`src/rtl/instruction_fetch_if.sv`:
```
// Fetch-unit bus bundle: instruction-memory handshake, decode handshake,
// branch redirect inputs and status outputs.
interface instruction_fetch_if #(
  parameter int XLEN = 64
);
  logic            MemReq;
  logic [XLEN-1:0] MemAddr;
  logic            MemAck;
  logic [31:0]     MemRData;
  logic            InstrValid;
  logic [31:0]     Instr;
  logic [XLEN-1:0] InstrPC;
  logic            DecReady;
  logic            BranchTaken;
  logic [XLEN-1:0] BranchTarget;
  logic            MisalignErr;
  logic [XLEN-1:0] FetchCount;

  modport master (
    output MemReq, MemAddr, InstrValid, Instr, InstrPC, MisalignErr, FetchCount,
    input  MemAck, MemRData, DecReady, BranchTaken, BranchTarget
  );

  modport slave (
    input  MemReq, MemAddr, InstrValid, Instr, InstrPC, MisalignErr, FetchCount,
    output MemAck, MemRData, DecReady, BranchTaken, BranchTarget
  );
endinterface

```
`src/rtl/instruction_fetch.sv`:
```
// Single-issue instruction fetch: requests a word at PC, hands it to decode,
// advances by 4, and follows (or halts on misaligned) branch redirects.
module instruction_fetch #(
  parameter int              XLEN     = 64,
  parameter logic [XLEN-1:0] RESET_PC = '0
) (
  input  logic                Clock,
  input  logic                ResetN,
  instruction_fetch_if.master bus
);

  typedef enum logic [1:0] {
    FETCH = 2'd0,
    VALID = 2'd1,
    HALT  = 2'd2
  } state_t;

  state_t          r_state;
  logic            r_memReq;
  logic            r_instrValid;
  logic            r_misalignErr;
  logic [XLEN-1:0] r_pc;
  logic [XLEN-1:0] r_instrPC;
  logic [XLEN-1:0] r_fetchCount;
  logic [31:0]     r_instr;

  logic            w_redirect;
  logic            w_misaligned;

  assign w_redirect   = bus.BranchTaken && (bus.BranchTarget[1:0] == 2'b00);
  assign w_misaligned = bus.BranchTaken && (bus.BranchTarget[1:0] != 2'b00);

  assign bus.MemReq      = r_memReq;
  assign bus.MemAddr     = r_pc;
  assign bus.InstrValid  = r_instrValid;
  assign bus.Instr       = r_instr;
  assign bus.InstrPC     = r_instrPC;
  assign bus.MisalignErr = r_misalignErr;
  assign bus.FetchCount  = r_fetchCount;

  // Redirects outrank both MemAck and DecReady, so a coinciding memory word or
  // decode accept is simply dropped.
  always_ff @(posedge Clock or negedge ResetN) begin
    if (!ResetN) begin
      r_state       <= FETCH;
      r_memReq      <= 1'b1;
      r_instrValid  <= 1'b0;
      r_misalignErr <= 1'b0;
      r_pc          <= RESET_PC;
      r_instrPC     <= '0;
      r_fetchCount  <= '0;
      r_instr       <= '0;
    end else begin
      case (r_state)
        FETCH: begin
          if (w_misaligned) begin
            r_misalignErr <= 1'b1;
            r_memReq      <= 1'b0;
            r_state       <= HALT;
          end else if (w_redirect) begin
            r_pc <= bus.BranchTarget;
          end else if (bus.MemAck) begin
            r_instr      <= bus.MemRData;
            r_instrPC    <= r_pc;
            r_memReq     <= 1'b0;
            r_instrValid <= 1'b1;
            r_state      <= VALID;
          end
        end
        VALID: begin
          if (w_misaligned) begin
            r_misalignErr <= 1'b1;
            r_instrValid  <= 1'b0;
            r_state       <= HALT;
          end else if (w_redirect) begin
            r_pc         <= bus.BranchTarget;
            r_memReq     <= 1'b1;
            r_instrValid <= 1'b0;
            r_state      <= FETCH;
          end else if (bus.DecReady) begin
            r_pc         <= r_pc + XLEN'(4);
            r_fetchCount <= r_fetchCount + XLEN'(1);
            r_memReq     <= 1'b1;
            r_instrValid <= 1'b0;
            r_state      <= FETCH;
          end
        end
        HALT: begin
          r_state <= HALT;
        end
        default: begin
          r_state <= HALT;
        end
      endcase
    end
  end

endmodule

```
`src/flat_wrapper.sv`:
```
// flat-port wrapper written by rule: the top's interface ports become plain ports
module instruction_fetch_flat 
#(
  parameter int              XLEN     = 64,
  parameter logic [XLEN-1:0] RESET_PC = '0
)
  (Clock, ResetN, bus_MemReq, bus_MemAddr, bus_InstrValid, bus_Instr, bus_InstrPC, bus_MisalignErr, bus_FetchCount, bus_MemAck, bus_MemRData, bus_DecReady, bus_BranchTaken, bus_BranchTarget);
  instruction_fetch_if #(.XLEN(XLEN)) bus_i ();
  input  logic Clock;
  input  logic ResetN;
  output wire logic [$bits(bus_i.MemReq)-1:0] bus_MemReq;
  output wire logic [$bits(bus_i.MemAddr)-1:0] bus_MemAddr;
  output wire logic [$bits(bus_i.InstrValid)-1:0] bus_InstrValid;
  output wire logic [$bits(bus_i.Instr)-1:0] bus_Instr;
  output wire logic [$bits(bus_i.InstrPC)-1:0] bus_InstrPC;
  output wire logic [$bits(bus_i.MisalignErr)-1:0] bus_MisalignErr;
  output wire logic [$bits(bus_i.FetchCount)-1:0] bus_FetchCount;
  input wire logic [$bits(bus_i.MemAck)-1:0] bus_MemAck;
  input wire logic [$bits(bus_i.MemRData)-1:0] bus_MemRData;
  input wire logic [$bits(bus_i.DecReady)-1:0] bus_DecReady;
  input wire logic [$bits(bus_i.BranchTaken)-1:0] bus_BranchTaken;
  input wire logic [$bits(bus_i.BranchTarget)-1:0] bus_BranchTarget;
  assign bus_MemReq = bus_i.MemReq;
  assign bus_MemAddr = bus_i.MemAddr;
  assign bus_InstrValid = bus_i.InstrValid;
  assign bus_Instr = bus_i.Instr;
  assign bus_InstrPC = bus_i.InstrPC;
  assign bus_MisalignErr = bus_i.MisalignErr;
  assign bus_FetchCount = bus_i.FetchCount;
  assign bus_i.MemAck = bus_MemAck;
  assign bus_i.MemRData = bus_MemRData;
  assign bus_i.DecReady = bus_DecReady;
  assign bus_i.BranchTaken = bus_BranchTaken;
  assign bus_i.BranchTarget = bus_BranchTarget;
  instruction_fetch #(.XLEN(XLEN), .RESET_PC(RESET_PC)) u_core (.Clock(Clock), .ResetN(ResetN), .bus(bus_i));
endmodule
```
`config.mk`:
```
export PLATFORM = sky130hd
export DESIGN_NAME = instruction_fetch_flat
export DESIGN_NICKNAME = d
export VERILOG_FILES = /design/src/rtl/instruction_fetch_if.sv /design/src/rtl/instruction_fetch.sv /design/src/flat_wrapper.sv
export SDC_FILE = /design/constraint.sdc
export NUM_CORES = 1
export LEC_CHECK = 0
export ABC_AREA = 1
export BUFFER_PORTS_ARGS = -buffer_cell sky130_fd_sc_hd__buf_4
export CAP_MARGIN = 10
export CORE_MARGIN = 4
export CORE_UTILIZATION = 58
export DETAILED_ROUTE_END_ITERATION = 10
export GPL_TIMING_DRIVEN = 0
export HOLD_SLACK_MARGIN = 0.05
export PLACE_DENSITY = 0.95
export SLEW_MARGIN = 20
export SYNTH_ARGS = -nofsm -noshare
export SYNTH_HDL_FRONTEND = slang
export SYNTH_SLANG_ARGS = --single-unit
```
`constraint.sdc`:
```
create_clock -name Clock -period 3.75 [get_ports Clock]
set_clock_uncertainty 0.2 [all_clocks]
set_input_delay 0.375 -clock Clock [delete_from_list [all_inputs] [get_ports Clock]]
set_output_delay 0.375 -clock Clock [all_outputs]
set_load 0.01 [all_outputs]
```
# Word-level counts from Yosys, hierarchy flattened
# Cells that the tools add are included.
# W data, S select, Z words.
totals:
  regBits: 229
  elab_cells: 63
classes:
  n_addsub: 2
  n_eq_ne: 10
  mux: 27
  bitwise_logic: 2
  reduce_logical: 14
ops:
  columns: ["op", "count"]
  rows:
  - ["$mux W64", 5]
  - ["$pmux W64 S2", 1]
  - ["$add A64 B1 Y64 const B", 1]
  - ["$add A64 B3 Y64 const B", 1]
  - ["$reduce_and A5 Y1", 3]
  - ["$mux W1", 12]
  - ["$mux W2", 6]
  - ["$ne A2 B2 Y1 const B", 4]
  - ["$reduce_and A4 Y1", 2]
  - ["$ne A3 B2 Y1 const B", 2]
  - ["$logic_not A2 Y1", 2]
  - ["$ne A4 B2 Y1 const B", 1]
  - ["$pmux W1 S2", 2]
  - ["$pmux W2 S2", 1]
  - ["$reduce_bool A2 Y1", 2]
  - ["$ne A3 B3 Y1 const B", 1]
  - ["$reduce_and A3 Y1", 1]
  - ["$eq A2 B1 Y1 const B", 1]
  - ["$logic_and A1 B1 Y1", 2]
  - ["$ne A2 B1 Y1 const B", 1]
  - ["$not A1 Y1", 2]
  - ["$reduce_and A2 Y1", 1]
  - ["$reduce_or A2 Y1", 1]

# Depth between registers and ports, before layout
# Gate-level depths: netlist of the first run.
logic_depth:
  word_depth: 5
  ltp_mapped: 11

# Worst setup path after synthesis of the first run
# No wires, ideal clock.
synth_timing:
  path_kind: "flip-flop to flip-flop"
  from: "register u_core.r_pc[2] (netlist: u_core.bus.MemAddr[2])"
  to: "register u_core.r_pc[50] (netlist: u_core.bus.MemAddr[50])"
  setup_time_ps: 116
  arrival_time_ps: 1631
  t_required_ps: 3434
  setup_slack_ps: 1802
  stages_incl_launch_ff: 11
  n_path_buf: 0
  period_less_slack_ps: 1948
  path_cell_list: "dfrtp_1 > ha_1 > nand2_1 > nor2_2 > nand2_1 > nor2_1 > nand3_1 > nand2_1 > nand3_1 > nand2_1 > nand2_1"
synth_between:
  elab_chain_cells: 5
synth_lines:
  columns: ["item", "line", "text"]
  rows:
  - ["start, declared", "instruction_fetch.sv:22", "logic [XLEN-1:0] r_pc;"]
  - ["start signal, assigned", "instruction_fetch.sv:61", "r_pc <= bus.BranchTarget;"]
  - ["start signal, assigned", "instruction_fetch.sv:76", "r_pc <= bus.BranchTarget;"]
  - ["start signal, assigned", "instruction_fetch.sv:81", "r_pc <= r_pc + XLEN'(4);"]
  - ["$add A64 B3 Y64", "instruction_fetch.sv:81", null]
  - ["$mux W64", "instruction_fetch.sv:80", "end else if (bus.DecReady) begin"]
  - ["$mux W64", "instruction_fetch.sv:75", "end else if (w_redirect) begin"]
  - ["$mux W64", "instruction_fetch.sv:71", "if (w_misaligned) begin"]
  - ["$pmux W64 S2", "instruction_fetch.sv:54", "case (r_state)"]
# No other way between the ends. The select of a mux whose other input is x is not followed.
# A chain may end at the register's enable or synchronous reset.

# Worst setup path in the final report of the first run
layout_timing:
  from: "register u_core.r_state[1]"
  to: "register u_core.r_pc[3] (netlist: u_core.bus.MemAddr[3])"
layout_between:
  elab_chain_cells: 3
  word_cells_on_any_way: 9
layout_lines:
  columns: ["item", "line", "text"]
  rows:
  - ["start, declared", "instruction_fetch.sv:18", "state_t r_state;"]
  - ["start signal, assigned", "instruction_fetch.sv:45", "r_state <= FETCH;"]
  - ["start signal, assigned", "instruction_fetch.sv:59", "r_state <= HALT;"]
  - ["start signal, assigned", "instruction_fetch.sv:67", "r_state <= VALID;"]
  - ["$eq A2 B1 Y1 or $logic_not A2 Y1 (tied branches)", "instruction_fetch.sv:54", null]
  - ["$ne A3 B2 Y1 (no line), or another cell as far along", null, null]
  - ["$reduce_and A5 Y1 (no line)", null, null]
# Several ways; a longest one is shown, not always the timed one.

==> impl_metrics.ini, run 1 <==
[global_routing]
antenna_found_initial = 0
grt_max_degree = 87
grt_pass1_vias = 15600
grt_pass1_wl_mm = 87.6
grt_util_all_layers = 0.463
grt_remaining_overflow = 0

[power_and_ir_drop]
total_leakage_power_nw = 8.74
worst_ir_drop_vdd_uv = 350
p_per_area_mw_per_mm2 = 340

[placement]
gp_congestion = 1.04
detailed_place_hpwl_mm = 40.0
place_ws_ps = 1100
io_buffers = 327

[die]
coreArea_mm2 = 0.0214
io_pins = 328
initial_core_util = 0.597
fp.dieH_um = 156
die_area_mm2 = 0.0244
fp.dieW_um = 156
rows = 53

[routing]
drc_errors = 0
wl_mm = 57.5
ant_nets = 0
drt_pass1_iterations = 5
via_per_inst = 6.03
dr_total_vias = 15600
first_iter_violations = 1959
wl_per_cell_um = 22.2

[worst_hold_path]
hold_depth = 5
hp-class = in -> reg

[clock_network]
clk_latency_ps = 530
clkTransAtPathRegs_ps = 70
cts_resized = 0
cts_tree = yes
postCtsSetupBuffers = 0
cts.sinks = 229
cts_made_buffers = 25
htreeDepth = 1
cts-root-buf = clkbuf_16
cts_buffer_depth = 3
hold_buffers = 91

[critical_path]
worstPathCellList = inv_2 -> nand2_4 -> nor3_1 -> dlygate4sd3_1 -> inv_1 -> nand3_2 -> inv_2 -> clkbuf_1 -> a31oi_1
cp.arrival_ps = 3570
cp_slowest_stage_delay_ps = 580
end_kind = flop
critPathMaxFanout = 10
r2r_slack_ps = 320
worstSetupStartpointType = flop
path_common_cell = inv_2
required_ps = 3890
reg2reg_from = u_core.r_state[1]
crit_type = reg -> reg
r2r_cells = 9
r2r_end = u_core.bus.MemAddr[3]
crit_start = u_core.r_state[1]
cpMaxStageDelayCell = dlygate4sd3_1
endpoint = u_core.bus.MemAddr[3]

[synth]
synth_edf_count = 0
ys_seq_elements = 229
synthesis.area_mm2 = 0.0128
syn_nets = 1956
synth_flop_cell = dfrtp_1
ys_types = 35
synth-seq-area-share = 0.449
avgSynthCellArea_um2 = 6.88
synthCells = 1853
synthArstFlopShare = 1.00
ys_warn_count = 0

[sta]
post-route-min-period_ps = 3430
hold_viol = 0
slew_viol_final = 0
relSlewSlack = 0.424
finalSetupViolations = 0
fin_crit_sh = 0.915
max_freq_mhz = 291
worst_pin_slew_ps = 857
fin_setup_tns_ps = 0
fin_ws_ps = 319
grt_setup_unrepaired = no

[final_layout]
final_common_cell = nand2_1
fillers = 1329
nets = 2403
syn_to_final_growth_pct = 36.2
final_cell_mix = nand2_1 (680), buf_4 (327), nor2_1 (326)
drive_gt1_frac = 0.179

[job]
maxCapViolations = 0

[run_status]
outcome = completed
[logic make-up after synthesis]
group	count (synthesis)	share of synthesized area
buf+inv	205	0.0631
flops	229	0.449
simple gates	1223	0.391
fa+ha+maj	2	0.00196
compound gates	140	0.0572
xor+xnor	54	0.0371
[state kept, by name, indices dropped and copies added, names as in the netlist]
register,cells
u_core.bus.FetchCount,64
u_core.bus.InstrPC,64
u_core.bus.MemAddr,64
u_core.bus.Instr,32
u_core.r_state,2
u_core.bus.InstrValid,1
u_core.bus.MemReq,1
u_core.bus.MisalignErr,1
[layout make-up]
type | instances | area [um^2] | area share
Multi-Input combinational cell | 1419 | 6220 | 0.358
Clock inverter | 9 | 149 | 0.00857
Tap cell | 275 | 344 | 0.0198
Antenna cell | 1 | 2.50 | 0.000144
Buffer | 54 | 238 | 0.0137
Sequential cell | 229 | 5730 | 0.330
Timing Repair Buffer | 420 | 3430 | 0.197
Clock buffer | 34 | 689 | 0.0397
Inverter | 151 | 567 | 0.0326
[power breakdown]
part	internal, mW	total (mW)	switching [mW]
combinational	0.278	0.621	0.344
clock	1.56	2.63	1.07
sequential	2.53	2.65	0.122
[worst max-delay path, delay by kind of cell (launching register included)]
family	cells	cell delay [ps]
AO/OA/AOI/OAI	1	250
AND/OR/NAND/NOR	3	700
buffers and inverters	5	1610
flip-flops	1	470
[per-stage QoR]
step                      cells  hold slack [ps]   util  power (mW)  cell area (um^2)
after global placement     2455              254  0.728        3.18             15600
after detailed placement   2457              161  0.731        3.20             15600
final                      2592             71.9  0.813        5.90             17400
after floorplan            1853             -121      -        2.85             12800
after global routing       2591             80.9  0.813        6.04             17400
after CTS                  2591             64.0  0.813        5.81             17400
[metal layers]
layer,GRT usage,vias to the layer above,wire length [um],part of all wire
met2,0.762,1381,26700,0.46
li1,-,6730,-,-
met5,0,-,0,0
met3,0.104,400,6710,0.12
met1,0.543,7130,19000,0.33
met4,0.311,0,5130,0.089
[worst min-delay path by stage]
stage	slack, ps	startpoint	end
after floorplan	-120	ResetN	u_core.bus.FetchCount[0]
after global placement	250	u_core.bus.Instr[1]	u_core.bus.Instr[1]
after detailed placement	160	ResetN	u_core.bus.InstrPC[0]
after CTS	60	bus_BranchTarget[24]	u_core.bus.MemAddr[24]
after global routing	80	bus_BranchTarget[24]	u_core.bus.MemAddr[24]
final	70	bus_BranchTarget[24]	u_core.bus.MemAddr[24]
[Yosys cell counts (3+ instances only)]
cell	number	area, um^2
a31oi_1	3	18.8
nand3b_1	12	90.1
o22ai_1	8	50.1
inv_2	5	18.8
xor2_1	26	228
buf_2	25	125
buf_1	8	30.0
nor2_2	8	50.1
inv_1	146	548
a22oi_1	3	22.5
nor3_1	19	95.1
nand4_1	24	150
o21ai_1	43	215
xnor2_1	28	245
dfrtp_1	228	5710
o21ai_0	63	315
a21oi_1	17	85.1
clkbuf_1	20	75.1
nand2_1	680	2550
nor2_1	326	1220
nand3_1	144	721
(Power assumes the default switching activity.)
==> inputs of run 2 (changes only) <==
CELL_PAD_IN_SITES_DETAIL_PLACEMENT = 2   (was unset)
CELL_PAD_IN_SITES_GLOBAL_PLACEMENT = 2   (was unset)
CORE_MARGIN = 2   (was 4)
CORE_UTILIZATION = 31   (was 58)
==> run 2 against run 1 <==
Net effect: power up 7.5%; combinational power up 7.7%; critical path depth unchanged; die area up 75%; global-route usage down 11 points.
==> impl_metrics.ini, run 2 (synthesis results as in run 1) <==
[run_status]
outcome = completed

[global_routing]
grt_util_all_layers = 0.358
busiest_layer = met2
gr-usage-met3 = 0.0592
grt_remaining_overflow = 0
grt_max_degree = 86
grt_pass1_vias = 17800
gr-usage-met2 = 0.624
grt_pass1_wl_mm = 113
gr-usage-met1 = 0.406
antenna_found_initial = 4

[sta]
fin_crit_sh = 0.986
relSlewSlack = 0.443
fin_setup_tns_ps = 0
post-route-min-period_ps = 3700
worst_pin_slew_ps = 832
grt_setup_unrepaired = no
slew_viol_final = 0
hold_viol = 0
finalSetupViolations = 0
max_freq_mhz = 271
fin_ws_ps = 54.1

[final_layout]
final_common_cell = nand2_1
drive_gt1_frac = 0.183
nets = 2415
final_cell_mix = nand2_1 (680), buf_4 (327), nor2_1 (326)
syn_to_final_growth_pct = 40.5

[die]
fp.dieW_um = 207
io_pins = 328
rows = 74
fp.dieH_um = 207
coreArea_mm2 = 0.0407
die_area_mm2 = 0.0428
initial_core_util = 0.313

[clock_network]
htreeDepth = 1
cts_tree = yes
cts-root-buf = clkbuf_16
cts_buffer_depth = 3
cts_made_buffers = 29
clkTransAtPathRegs_ps = 70
clk_latency_ps = 590
cts.sinks = 229

[routing]
via_per_inst = 5.46
dr_total_vias = 15700
drc_errors = 0
wl_mm = 77.2
drt_pass1_iterations = 7
wl_per_cell_um = 26.9
first_iter_violations = 1149
ant_nets = 0

[critical_path]
end_kind = flop
r2r_cells = 9
worstPathCellList = inv_2 -> nand2_4 -> nor3_1 -> dlygate4sd3_1 -> inv_1 -> nand3_2 -> inv_2 -> clkbuf_1 -> o21ai_0
worstSetupStartpointType = flop
crit_type = reg -> reg
cp_top_family = buffers and inverters
crit_buf_inv = 5
r2r_slack_ps = 50
worst-path-stages = 9
cpMaxStageDelayCell = clkbuf_1
path_common_cell = inv_2
required_ps = 3940
critPathMaxFanout = 10
cp.arrival_ps = 3890
cp_slowest_stage_delay_ps = 590

[power_and_ir_drop]
worst_ir_drop_vdd_uv = 281
p_per_area_mw_per_mm2 = 354
total_leakage_power_nw = 8.85

[placement]
io_buffers = 327
detailed_place_hpwl_mm = 52.9
place_ws_ps = 866
gp_congestion = 0.967

[worst_hold_path]
hp-class = in -> reg
hold_depth = 3

[job]
maxCapViolations = 0
==> run 2: cell count changes in the layout (fill, tap and decap cells not counted) <==
cell,delta
inv_16,+1
clkinv_2,+3
clkbuf_1,-1
clkinv_4,-1
inv_6,+1
clkbuf_8,+5
dlygate4sd3_1,+8
diode_2,+3
clkbuf_16,+4
bufinv_16,-2
==> run 2: layout make-up <==
type                    count  area [um^2]
plain buffers              54          238
flip-flops and latches    229         5730
multi-input cells        1419         6220
clock buffers              42          855
inverters                 151          567
fillers                  4763        22800
repair buffers            428         3510
diodes                      4         10.0
clock inverters            11          124
well taps                 532          666
==> run 2: where the power goes <==
part           total, mW  internal (mW)  switching [mW]
sequential          2.67           2.53           0.141
combinational      0.669          0.284           0.385
clock               3.00           1.72            1.28
==> run 2: worst paths after layout <==
kind / start / to
max: u_core.r_state[1] / u_core.bus.MemAddr[2]
min: bus_BranchTaken / u_core.bus.MisalignErr
max reg2reg: u_core.r_state[1] / u_core.bus.MemAddr[2]
min reg2reg: u_core.bus.InstrPC[27] / u_core.bus.InstrPC[27]
max in group asynchronous: ResetN / u_core.bus.MemAddr[61]
min in group asynchronous: ResetN / u_core.bus.Instr[30]
==> run 2: layer usage <==
metal	share of wire	vias to the layer above
met3	0.059	305
met5	0	-
met4	0.076	0
li1	-	6759
met2	0.49	780
met1	0.37	7818
==> run 2: timing repair <==
| item | 4_1_cts | 5_1_grt |
|---|---|---|
| hold endpoints to repair | 177 | 0 |
| buffers inserted | 0 | 0 |
| hold buffers | 99 | 0 |
| resized for setup | 0 | 0 |
==> run 2: metrics by stage <==
stage                     instances  utilization  hold slack (ps)  instance area, um^2  power (mW)
after CTS                      2866        0.439             51.7                17900        6.29
after global routing           2870        0.440              102                17900        6.50
after global placement         2712        0.390              256                15900        3.20
final                          2870        0.440             78.6                17900        6.34
after detailed placement       2714        0.391              244                15900        3.24
after floorplan                1853            -             -121                12800        2.85
==> run 2: tightest hold or removal path, delay by kind of cell <==
| family | cells | cell delay, ps |
|---|---|---|
| buffers and inverters | 1 | 100 |
| AO/OA/AOI/OAI | 2 | 350 |
==> inputs of run 3 (changes only) <==
CORE_UTILIZATION = 26   (was 31)
PLACE_DENSITY = 0.87   (was 0.95)
clock period = 3.4 ns   (was 3.75 ns; I/O delays follow)
==> run 3 against run 2 <==
Net effect: die area is 19% higher; highest routed layer is now met5; final cell count grew 3.1%; combinational power increased by 6.7%; hold slack improved by 40 ps; worst setup slack improved by 180 ps; critical path type is now in -> reg; register-to-register slack improved by 180 ps.
==> impl_metrics.ini, run 3 (synthesis results as in run 1) <==
[sta]
finalSetupViolations = 0
grt_setup_unrepaired = no
relSlewSlack = 0.426
fin_crit_sh = 0.930
worst_pin_slew_ps = 855
hold_viol = 0
slew_viol_final = 0
hold_slack_ps = 119
post-route-min-period_ps = 3160
max_freq_mhz = 316

[global_routing]
grt_pass1_vias = 16700
grt_util_all_layers = 0.270
grt_max_degree = 92
grt_pass1_wl_mm = 104
antenna_found_initial = 5
grt_remaining_overflow = 0

[placement]
gp_congestion = 0.940
dp_cells = 2804
detailed_place_hpwl_mm = 51.3
io_buffers = 327
placedInstanceArea_mm2 = 0.0160

[power_and_ir_drop]
p_per_area_mw_per_mm2 = 390
worst_ir_drop_vdd_uv = 296
total_leakage_power_nw = 8.88

[final_layout]
fin_area_mm2 = 0.0181
fillers = 5638
syn_to_final_growth_pct = 41.8
final_cells = 2959
final_common_cell = nand2_1
drive_gt1_frac = 0.183
nets = 2417
final_cell_mix = nand2_1 (680), buf_4 (327), nor2_1 (326)

[die]
io_pins = 328
rows = 81
fp.dieW_um = 225
initial_core_util = 0.262
fp.dieH_um = 225
die_area_mm2 = 0.0508
coreArea_mm2 = 0.0486

[clock_network]
clkTransAtPathRegs_ps = 70
cts.sinks = 229
cts_tree = yes
cts_made_buffers = 29
htreeDepth = 1
postCtsSetupBuffers = 0
clk_latency_ps = 600
cts_buffer_depth = 3
cts-root-buf = clkbuf_16

[critical_path]
end_kind = flop
worstSetupStartpointType = input pin
crit_type = in -> reg
cp.arrival_ps = 3470
critPathMaxFanout = 10
required_ps = 3710

[routing]
wl_mm = 69.1
first_iter_violations = 684
wl_per_cell_um = 23.4
via_per_inst = 5.00
ant_nets = 0
drt_pass1_iterations = 5
drc_errors = 0
dr_total_vias = 14800

[worst_hold_path]
hp-class = in -> async

[run_status]
outcome = completed

[job]
maxCapViolations = 0
==> run 3: cell count changes in the layout (fill, tap and decap cells not counted), sizes merged <==
cell         change
bufinv           +2
inv              -2
diode            -1
dlygate4sd3      +2
clkinvlp         +1
clkinv           -2
clkbuf           -1
==> run 3: critical path, stage by stage <==
cell and delay [ps]:
dlygate4sd3_1 540, buf_4 150, nor3_4 270, dlygate4sd3_1 600, nand2_1 110, nand2_1 100, nand3_2 350, inv_2 340
buf_2 330, o21ai_0 160, a22oi_1 180
==> run 3: per-layer routing <==
metal  routed length [um]  share of wire  vias to the layer above  GRT usage
met5                   13        0.00019                        -          0
met3                 2740          0.040                      149     0.0361
met2                35000           0.51                      399      0.490
met1                28000           0.40                     7472      0.317
met4                 3400          0.049                        2      0.121
li1                     -              -                     6759          -
==> run 3: metrics by stage <==
stage	TNS, ps	setup slack, ps	power, mW	util
after global placement	-41180	-221	3.54	0.329
after CTS	0	93.1	7.06	0.372
after floorplan	0	1450	3.14	-
final	0	239	7.04	0.372
after detailed placement	0	439	3.57	0.330
after global routing	0	57.8	7.25	0.372
==> run 3: path summary, 6_finish.rpt <==
check                                           from                     end  slack (ps)  cells after the start
worst max-delay path             bus_BranchTarget[1]   u_core.bus.MemAddr[7]         240                     11
worst min-delay path                          ResetN   u_core.bus.MemAddr[0]         120                      2
worst max register to register     u_core.r_state[1]   u_core.bus.MemAddr[7]         240                     10
worst min register to register  u_core.bus.Instr[27]    u_core.bus.Instr[27]         280                      2
max in group asynchronous                     ResetN  u_core.bus.InstrPC[54]        1600                      4
min in group Clock                        bus_MemAck       u_core.bus.MemReq         130                      6
==> run 3: where the power goes <==
part | leakage (nW) | total (mW) | internal [mW] | switching [mW]
Clock | 0.502 | 3.40 | 2.04 | 1.36
Sequential | 3.01 | 2.93 | 2.79 | 0.141
Combinational | 5.37 | 0.714 | 0.314 | 0.399
Total | 8.88 | 7.04 | 5.15 | 1.90
==> run 3: layout make-up <==
cell class              instances  area, um^2  share of cell area
clock inverters                10         153             0.00844
clock buffers                  41         861              0.0476
plain buffers                  54         240              0.0133
flip-flops and latches        229        5730               0.317
diodes                          3        7.51            0.000415
repair buffers                430        3530               0.195
multi-input cells            1419        6220               0.344
inverters                     151         567              0.0313
well taps                     622         778              0.0430
==> run 3: repair_timing <==
action / CTS / global route
endpoints found under the hold margin: 174 / 0
resized for setup: 0 / 4
setup endpoints to repair: 0 / 12
hold buffers: 101 / 0
